===== src/rtl/bus_arbiter_pkg.sv =====
// Shared definitions for the round-robin system bus arbiter: FSM encodings,
// master-count bound and index width.
package bus_arbiter_pkg;

    typedef enum logic [1:0] {
        IDLE    = 2'd0,
        GRANT   = 2'd1,
        BUSY    = 2'd2,
        RELEASE = 2'd3
    } arb_state_t;

    localparam int MAX_MASTERS  = 8;
    localparam int MASTER_IDX_W = 3;

    function automatic int max_int(input int a, input int b);
        return (a > b) ? a : b;
    endfunction

endpackage


===== src/rtl/bus_arbiter_rr_picker.sv =====
// Combinational round-robin selector: first set request at pointer, pointer+1, ...
// wrapping modulo NUM_MASTERS.
module bus_arbiter_rr_picker
    import bus_arbiter_pkg::*;
#(
    parameter int NUM_MASTERS = 4
) (
    input  logic [NUM_MASTERS-1:0]  requests,
    input  logic [MASTER_IDX_W-1:0] pointer,
    output logic                    valid,
    output logic [MASTER_IDX_W-1:0] index
);

    // Scan from the farthest offset down so the nearest request overrides.
    always_comb begin
        valid = |requests;
        index = pointer;
        for (int off = NUM_MASTERS - 1; off >= 0; off--) begin
            index = requests[(int'(pointer) + off) % NUM_MASTERS]
                  ? MASTER_IDX_W'((int'(pointer) + off) % NUM_MASTERS)
                  : index;
        end
    end

endmodule


===== src/rtl/bus_arbiter.sv =====
// Round-robin system bus arbiter: grant held from grant through end of
// transaction, with begin and transfer watchdogs.
module bus_arbiter
    import bus_arbiter_pkg::*;
#(
    parameter int NUM_MASTERS   = 4,
    parameter int BEGIN_TIMEOUT = 16,
    parameter int XFER_TIMEOUT  = 1024
) (
    input  logic                    clock,
    input  logic                    n_reset,
    input  logic [NUM_MASTERS-1:0]  requestTransaction,
    output logic [NUM_MASTERS-1:0]  transactionGranted,
    input  logic                    begin_transactionIN,
    input  logic                    end_transactionIN,
    input  logic                    bus_errorIN,
    output logic                    end_transactionOUT,
    output logic                    bus_owned,
    output logic [MASTER_IDX_W-1:0] active_master,
    output logic                    begin_timeout,
    output logic                    xfer_timeout,
    output logic                    error_seen
);

    localparam int CNT_MAX = max_int(BEGIN_TIMEOUT, XFER_TIMEOUT);
    localparam int CNT_W   = (CNT_MAX > 1) ? $clog2(CNT_MAX) : 1;
    localparam logic [NUM_MASTERS-1:0] LSB_ONLY = {{(NUM_MASTERS-1){1'b0}}, 1'b1};

    arb_state_t              state_r, state_next;
    logic [CNT_W-1:0]        counter_r, counter_next;
    logic [MASTER_IDX_W-1:0] rr_pointer_r, rr_pointer_next;
    logic [MASTER_IDX_W-1:0] active_r, active_next;
    logic [NUM_MASTERS-1:0]  grant_r, grant_next;
    logic                    owned_r, owned_next;
    logic                    end_out_r, end_out_next;
    logic                    begin_to_r, begin_to_next;
    logic                    xfer_to_r, xfer_to_next;
    logic                    error_r, error_next;
    logic                    pick_valid;
    logic [MASTER_IDX_W-1:0] pick_index;

    bus_arbiter_rr_picker #(
        .NUM_MASTERS (NUM_MASTERS)
    ) u_picker (
        .requests (requestTransaction),
        .pointer  (rr_pointer_r),
        .valid    (pick_valid),
        .index    (pick_index)
    );

    // Next-state, counter and next-output computation.
    always_comb begin
        state_next      = state_r;
        counter_next    = counter_r;
        rr_pointer_next = rr_pointer_r;
        active_next     = active_r;
        grant_next      = grant_r;
        end_out_next    = 1'b0;
        begin_to_next   = 1'b0;
        xfer_to_next    = 1'b0;
        error_next      = error_r;
        case (state_r)
            IDLE: begin
                if (pick_valid) begin
                    state_next   = GRANT;
                    counter_next = '0;
                    grant_next   = LSB_ONLY << pick_index;
                    active_next  = pick_index;
                end else begin
                    grant_next   = '0;
                end
            end
            GRANT: begin
                if (begin_transactionIN) begin
                    state_next   = BUSY;
                    counter_next = '0;
                end else if (counter_r == CNT_W'(BEGIN_TIMEOUT - 1)) begin
                    state_next    = RELEASE;
                    counter_next  = '0;
                    grant_next    = '0;
                    begin_to_next = 1'b1;
                end else begin
                    counter_next  = counter_r + CNT_W'(1);
                end
            end
            BUSY: begin
                // An error is only recorded; ownership still ends on end or timeout.
                error_next = error_r | bus_errorIN;
                if (end_transactionIN) begin
                    state_next   = RELEASE;
                    counter_next = '0;
                    grant_next   = '0;
                end else if (counter_r == CNT_W'(XFER_TIMEOUT - 1)) begin
                    state_next   = RELEASE;
                    counter_next = '0;
                    grant_next   = '0;
                    end_out_next = 1'b1;
                    xfer_to_next = 1'b1;
                end else begin
                    counter_next = counter_r + CNT_W'(1);
                end
            end
            RELEASE: begin
                state_next      = IDLE;
                counter_next    = '0;
                grant_next      = '0;
                rr_pointer_next = (active_r == MASTER_IDX_W'(NUM_MASTERS - 1))
                                ? '0 : active_r + MASTER_IDX_W'(1);
            end
            default: begin
                state_next   = IDLE;
                counter_next = '0;
                grant_next   = '0;
            end
        endcase
        owned_next = (state_next == GRANT) || (state_next == BUSY);
    end

    // State and registered outputs, synchronous active-low reset.
    always_ff @(posedge clock) begin
        if (!n_reset) begin
            state_r      <= IDLE;
            counter_r    <= '0;
            rr_pointer_r <= '0;
            active_r     <= '0;
            grant_r      <= '0;
            owned_r      <= 1'b0;
            end_out_r    <= 1'b0;
            begin_to_r   <= 1'b0;
            xfer_to_r    <= 1'b0;
            error_r      <= 1'b0;
        end else begin
            state_r      <= state_next;
            counter_r    <= counter_next;
            rr_pointer_r <= rr_pointer_next;
            active_r     <= active_next;
            grant_r      <= grant_next;
            owned_r      <= owned_next;
            end_out_r    <= end_out_next;
            begin_to_r   <= begin_to_next;
            xfer_to_r    <= xfer_to_next;
            error_r      <= error_next;
        end
    end

    assign transactionGranted = grant_r;
    assign bus_owned          = owned_r;
    assign active_master      = active_r;
    assign end_transactionOUT = end_out_r;
    assign begin_timeout      = begin_to_r;
    assign xfer_timeout       = xfer_to_r;
    assign error_seen         = error_r;

endmodule


===== config.mk =====
export PLATFORM = sky130hd
export DESIGN_NAME = bus_arbiter
export DESIGN_NICKNAME = d
export VERILOG_FILES = /design/src/rtl/bus_arbiter_pkg.sv /design/src/rtl/bus_arbiter_rr_picker.sv /design/src/rtl/bus_arbiter.sv
export SDC_FILE = /design/constraint.sdc
export NUM_CORES = 1
export LEC_CHECK = 0
export BUFFER_PORTS_ARGS = -buffer_cell sky130_fd_sc_hd__buf_2
export CAP_MARGIN = 20
export CORE_MARGIN = 8
export CORE_UTILIZATION = 56
export DETAILED_ROUTE_END_ITERATION = 16
export PLACE_DENSITY = 0.78
export REMOVE_ABC_BUFFERS = 1
export SETUP_SLACK_MARGIN = 0.05
export SKIP_CTS_REPAIR_TIMING = 1
export SLEW_MARGIN = 20
export SYNTH_ARGS = -nofsm -noshare
export SYNTH_HDL_FRONTEND = slang
export SYNTH_SLANG_ARGS = --single-unit

===== constraint.sdc =====
create_clock -name clock -period 2.6 [get_ports clock]
set_input_delay 0.13 -clock clock [delete_from_list [all_inputs] [get_ports clock]]
set_output_delay 0.13 -clock clock [all_outputs]
set_load 0.05 [all_outputs]

==> flow_summary_export.csv <==
group,metric,value,unit
die,rows,18,
timing,finalSetupViolCount,0,
setup_path,r2r_end,"bus_owned$_SDFF_PN0_",
clock_network,cts_max_level,1,
die,dieWidth,66.7,µm
place,hpwl,2430,µm
clock_network,clk_pin_slew,0.14,ns
route,routed_wl,3210,µm
layout,register_area,500,µm²
setup_path,arrival,2.32,ns
timing,post-route-period-util,79.9,%
setup_path,critical_path.slowest_cell,"or4_2",
global_route,gr-usage-met3,3.69,%
clock_network,clk_latency,0.32,ns
synthesis,seq_area_frac_synth,34.8,%
synthesis,synth_edf_count,0,
die,die_h,66.7,µm
layout,diodes,0,
clock_network,cts_tree,"done",
synthesis,synthCells,168,
route,drc,0,
setup_path,required,2.84,ns
pwr,p_sw,0.000448,W
timing,tns,0,ns
global_route,met2_usage,24.0,%
global_route,antenna_found_initial,0,
clock_network,cts_buffer_depth,2,
layout,final_nets,202,
setup_path,r2r_cells,7,
synthesis,netlist.area_leader.share,34.8,%
synthesis,ys.flop_type,"dfxtp_1",
timing,fin_worst_skew,0.00693,ns
pwr,power_frac_seq,42.1,%
pwr,combPwrFrac,41.1,%
route,vias,1332,
pwr,pwr-share-clk,16.8,%
die,dieArea,0.00445,mm²
route,ant_nets,0,
route,post_drt_wl_per_cell,14.9,µm
die,floorplan.initialDensity,58.7,%
timing,hold_ws,0.0275,ns
pwr,leakagePower,0.628,nW
synthesis,synth_common_cells,"25 x dfxtp_1, 18 x nand2_1, 11 x nand3_1",
synthesis,syn_area,0.00144,mm²
clock_network,clock-sinks,25,
route,viasPerCell,6.20,
synthesis,async_flop_share,0,%
pwr,netSwitchingFraction,41.8,%
timing,max_slew_margin,49.6,%
route,drt_iter0_drc,153,
setup_path,cpPeakStageDelay,0.54,ns
place,place_ws,0.553,ns
min_path,hp-start,"bus_errorIN",
setup_path,cp_cell_sequence,"inv_1 -> ha_1 -> nor2b_1 -> or4_2 -> o211ai_1 -> or4_1 -> nand2_1",
layout,drive_gt1_share,19.5,%
job,cap_violations,0,
layout,syn2layout_area_growth,8.60,%
global_route,grt_max_degree,16,
setup_path,cp-end-kind,"flop",
clock_network,cts_root_buf,"clkbuf_4",
timing,fin_crit,2.08,ns
layout,multi_input_comb_area,862,µm²
global_route,overflow,0,
synthesis,syn_area_per_cell,8.57,µm²
route,dr.pass1.iters,4,
clock_network,cts_made_buffers,3,
min_path,worstHoldEndpoint,"error_seen$_SDFFE_PN0P_",
layout,fill_cells,212,
place,portBuffers,20,
min_path,holdCritPathClass,"in2reg",
pwr,powerDensity,686,mW/mm²
global_route,grt_busiest_layer,"met2",
timing,max_freq,0.482,GHz
timing,final-hold-violation-count,0,
timing,rsz0062_at_grt,"false",
synthesis,yosysMostFrequentCell,"dfxtp_1",
setup_path,startpoint_type,"flop",
die,core,0.00245,mm²
timing,tightest_slew,0.756,ns
pwr,irDropWorstVdd,0.000427,V
min_path,min_path_cells,3,
synthesis,synth_top_cell_by_area,"dfxtp_1",
run_status,status,"finished, final reports clean",
setup_path,critPathMaxFanout,5,
global_route,grt_first_pass_wirelength,5420,µm
timing,setup_slack,0.524,ns
synthesis,synthTopCellsByArea,"dfxtp_1 35%, ha_1 6.1%, nand2_1 4.7%",
timing,finalMaxSlewViolations,0,
pwr,p_int,0.000624,W
setup_path,rr_startpoint,"state_r[1]$_SDFF_PN0_",
synthesis,synth_cell_type_count,55,
synthesis,ys_seq_elements,25,
die,io_pins,21,
global_route,grt_use_total,14.9,%
global_route,met1_usage,19.3,%
setup_path,critPathKind,"reg2reg",
synthesis,yosysWarningCount,0,
setup_path,rrSetupSlack,0.52,ns
place,gp_congestion,0.899,
global_route,grt_pass1_vias,1231,
-- cell families (layout without fill, tap and decap cells) --
logic type | Yosys count | count (layout) | share of synthesized area, %
flip-flops | 25 | 25 | 34.8
AO/OA/AOI/OAI | 44 | 44 | 23.0
adder cells (fa/ha/maj) | 7 | 7 | 6.08
buffers and inverters | 15 | 32 | 5.39
XOR/XNOR | 2 | 2 | 1.22
AND/OR/NAND/NOR | 75 | 75 | 29.5
-- metrics by stage --
step / instances / util (%) / total power (W) / instance area [µm²]
global placement: 211 / 62.5 / 0.000879 / 1530
CTS: 215 / 63.7 / 0.00107 / 1560
global route: 215 / 63.7 / 0.00114 / 1560
detailed placement: 211 / 62.5 / 0.000896 / 1530
finish: 215 / 63.7 / 0.00107 / 1560
floorplan: 160 / - / 0.000792 / 1390
-- metal layers --
| metal | routed length, µm | vias to the layer above |
|---|---|---|
| li1 | - | 658 |
| met1 | 1500 | 632 |
| met2 | 1440 | 40 |
| met3 | 260 | 2 |
| met4 | 10 | 0 |
| met5 | 0 | - |
-- power by group through the flow --
stage	combinational, W	sequential, W	clock (W)
floorplan	0.000265	0.000528	0
global route	0.000485	0.000457	0.000202
finish	0.000441	0.000452	0.000180
detailed placement	0.000436	0.000461	0
CTS	0.000436	0.000452	0.000184
global placement	0.000422	0.000456	0
-- final cells by class --
class	count	share of cell area [%]
clock buffer	3	1.44
clock inverter	1	0.480
inverter	7	1.68
multi-input combinational	128	55.1
sequential	25	32.0
tap	30	2.40
timing repair buffer	21	6.88
-- sequential cells by signal, summed over array words and instances (netlist names) --
signal,flops
transactionGranted,4
state_r,2
counter_r,10
xfer_timeout,1
bus_owned,1
error_seen,1
active_master,3
begin_timeout,1
rr_pointer_r,2
-- cell usage in the layout (no fill, tap or decap), drive strengths merged, types with 2 or more instances in the layout --
cell type,Yosys,final
a211oi,4,4
a21oi,7,7
a31oi,4,4
and2,2,2
and3,8,8
and4,2,2
buf,4,21
clkbuf,4,3
dfxtp,25,25
ha,7,7
inv,7,7
nand2,18,18
nand2b,4,4
nand3,11,11
nand3b,3,3
nor2,8,8
nor2b,2,2
nor3,5,5
o211ai,2,2
o21ai,7,7
o22ai,4,4
o2bb2ai,2,2
o31ai,2,2
or3,3,3
or4,4,4
-- how the worst max path moves through the flow --
stage	startpoint	to	slack [ns]	depth (start not counted)
global route	state_r[0]$_SDFF_PN0_	bus_owned$_SDFF_PN0_	0.44	6
floorplan	state_r[1]$_SDFF_PN0_	bus_owned$_SDFF_PN0_	0.72	7
finish	state_r[1]$_SDFF_PN0_	bus_owned$_SDFF_PN0_	0.52	7
CTS	state_r[0]$_SDFF_PN0_	bus_owned$_SDFF_PN0_	0.53	6
detailed placement	state_r[0]$_SDFF_PN0_	bus_owned$_SDFF_PN0_	0.55	6
global placement	state_r[0]$_SDFF_PN0_	bus_owned$_SDFF_PN0_	0.60	6
-- critical path, delay by kind of cell (launching register included) --
| family | cells | cell delay (ns) |
|---|---|---|
| buffers and inverters | 1 | 0.11 |
| flip-flops | 1 | 0.44 |
| AO/OA/AOI/OAI | 1 | 0.29 |
| AND/OR/NAND/NOR | 4 | 0.93 |
| adder cells (fa/ha/maj) | 1 | 0.22 |
No activity file was read; power rests on OpenSTA's default activity.
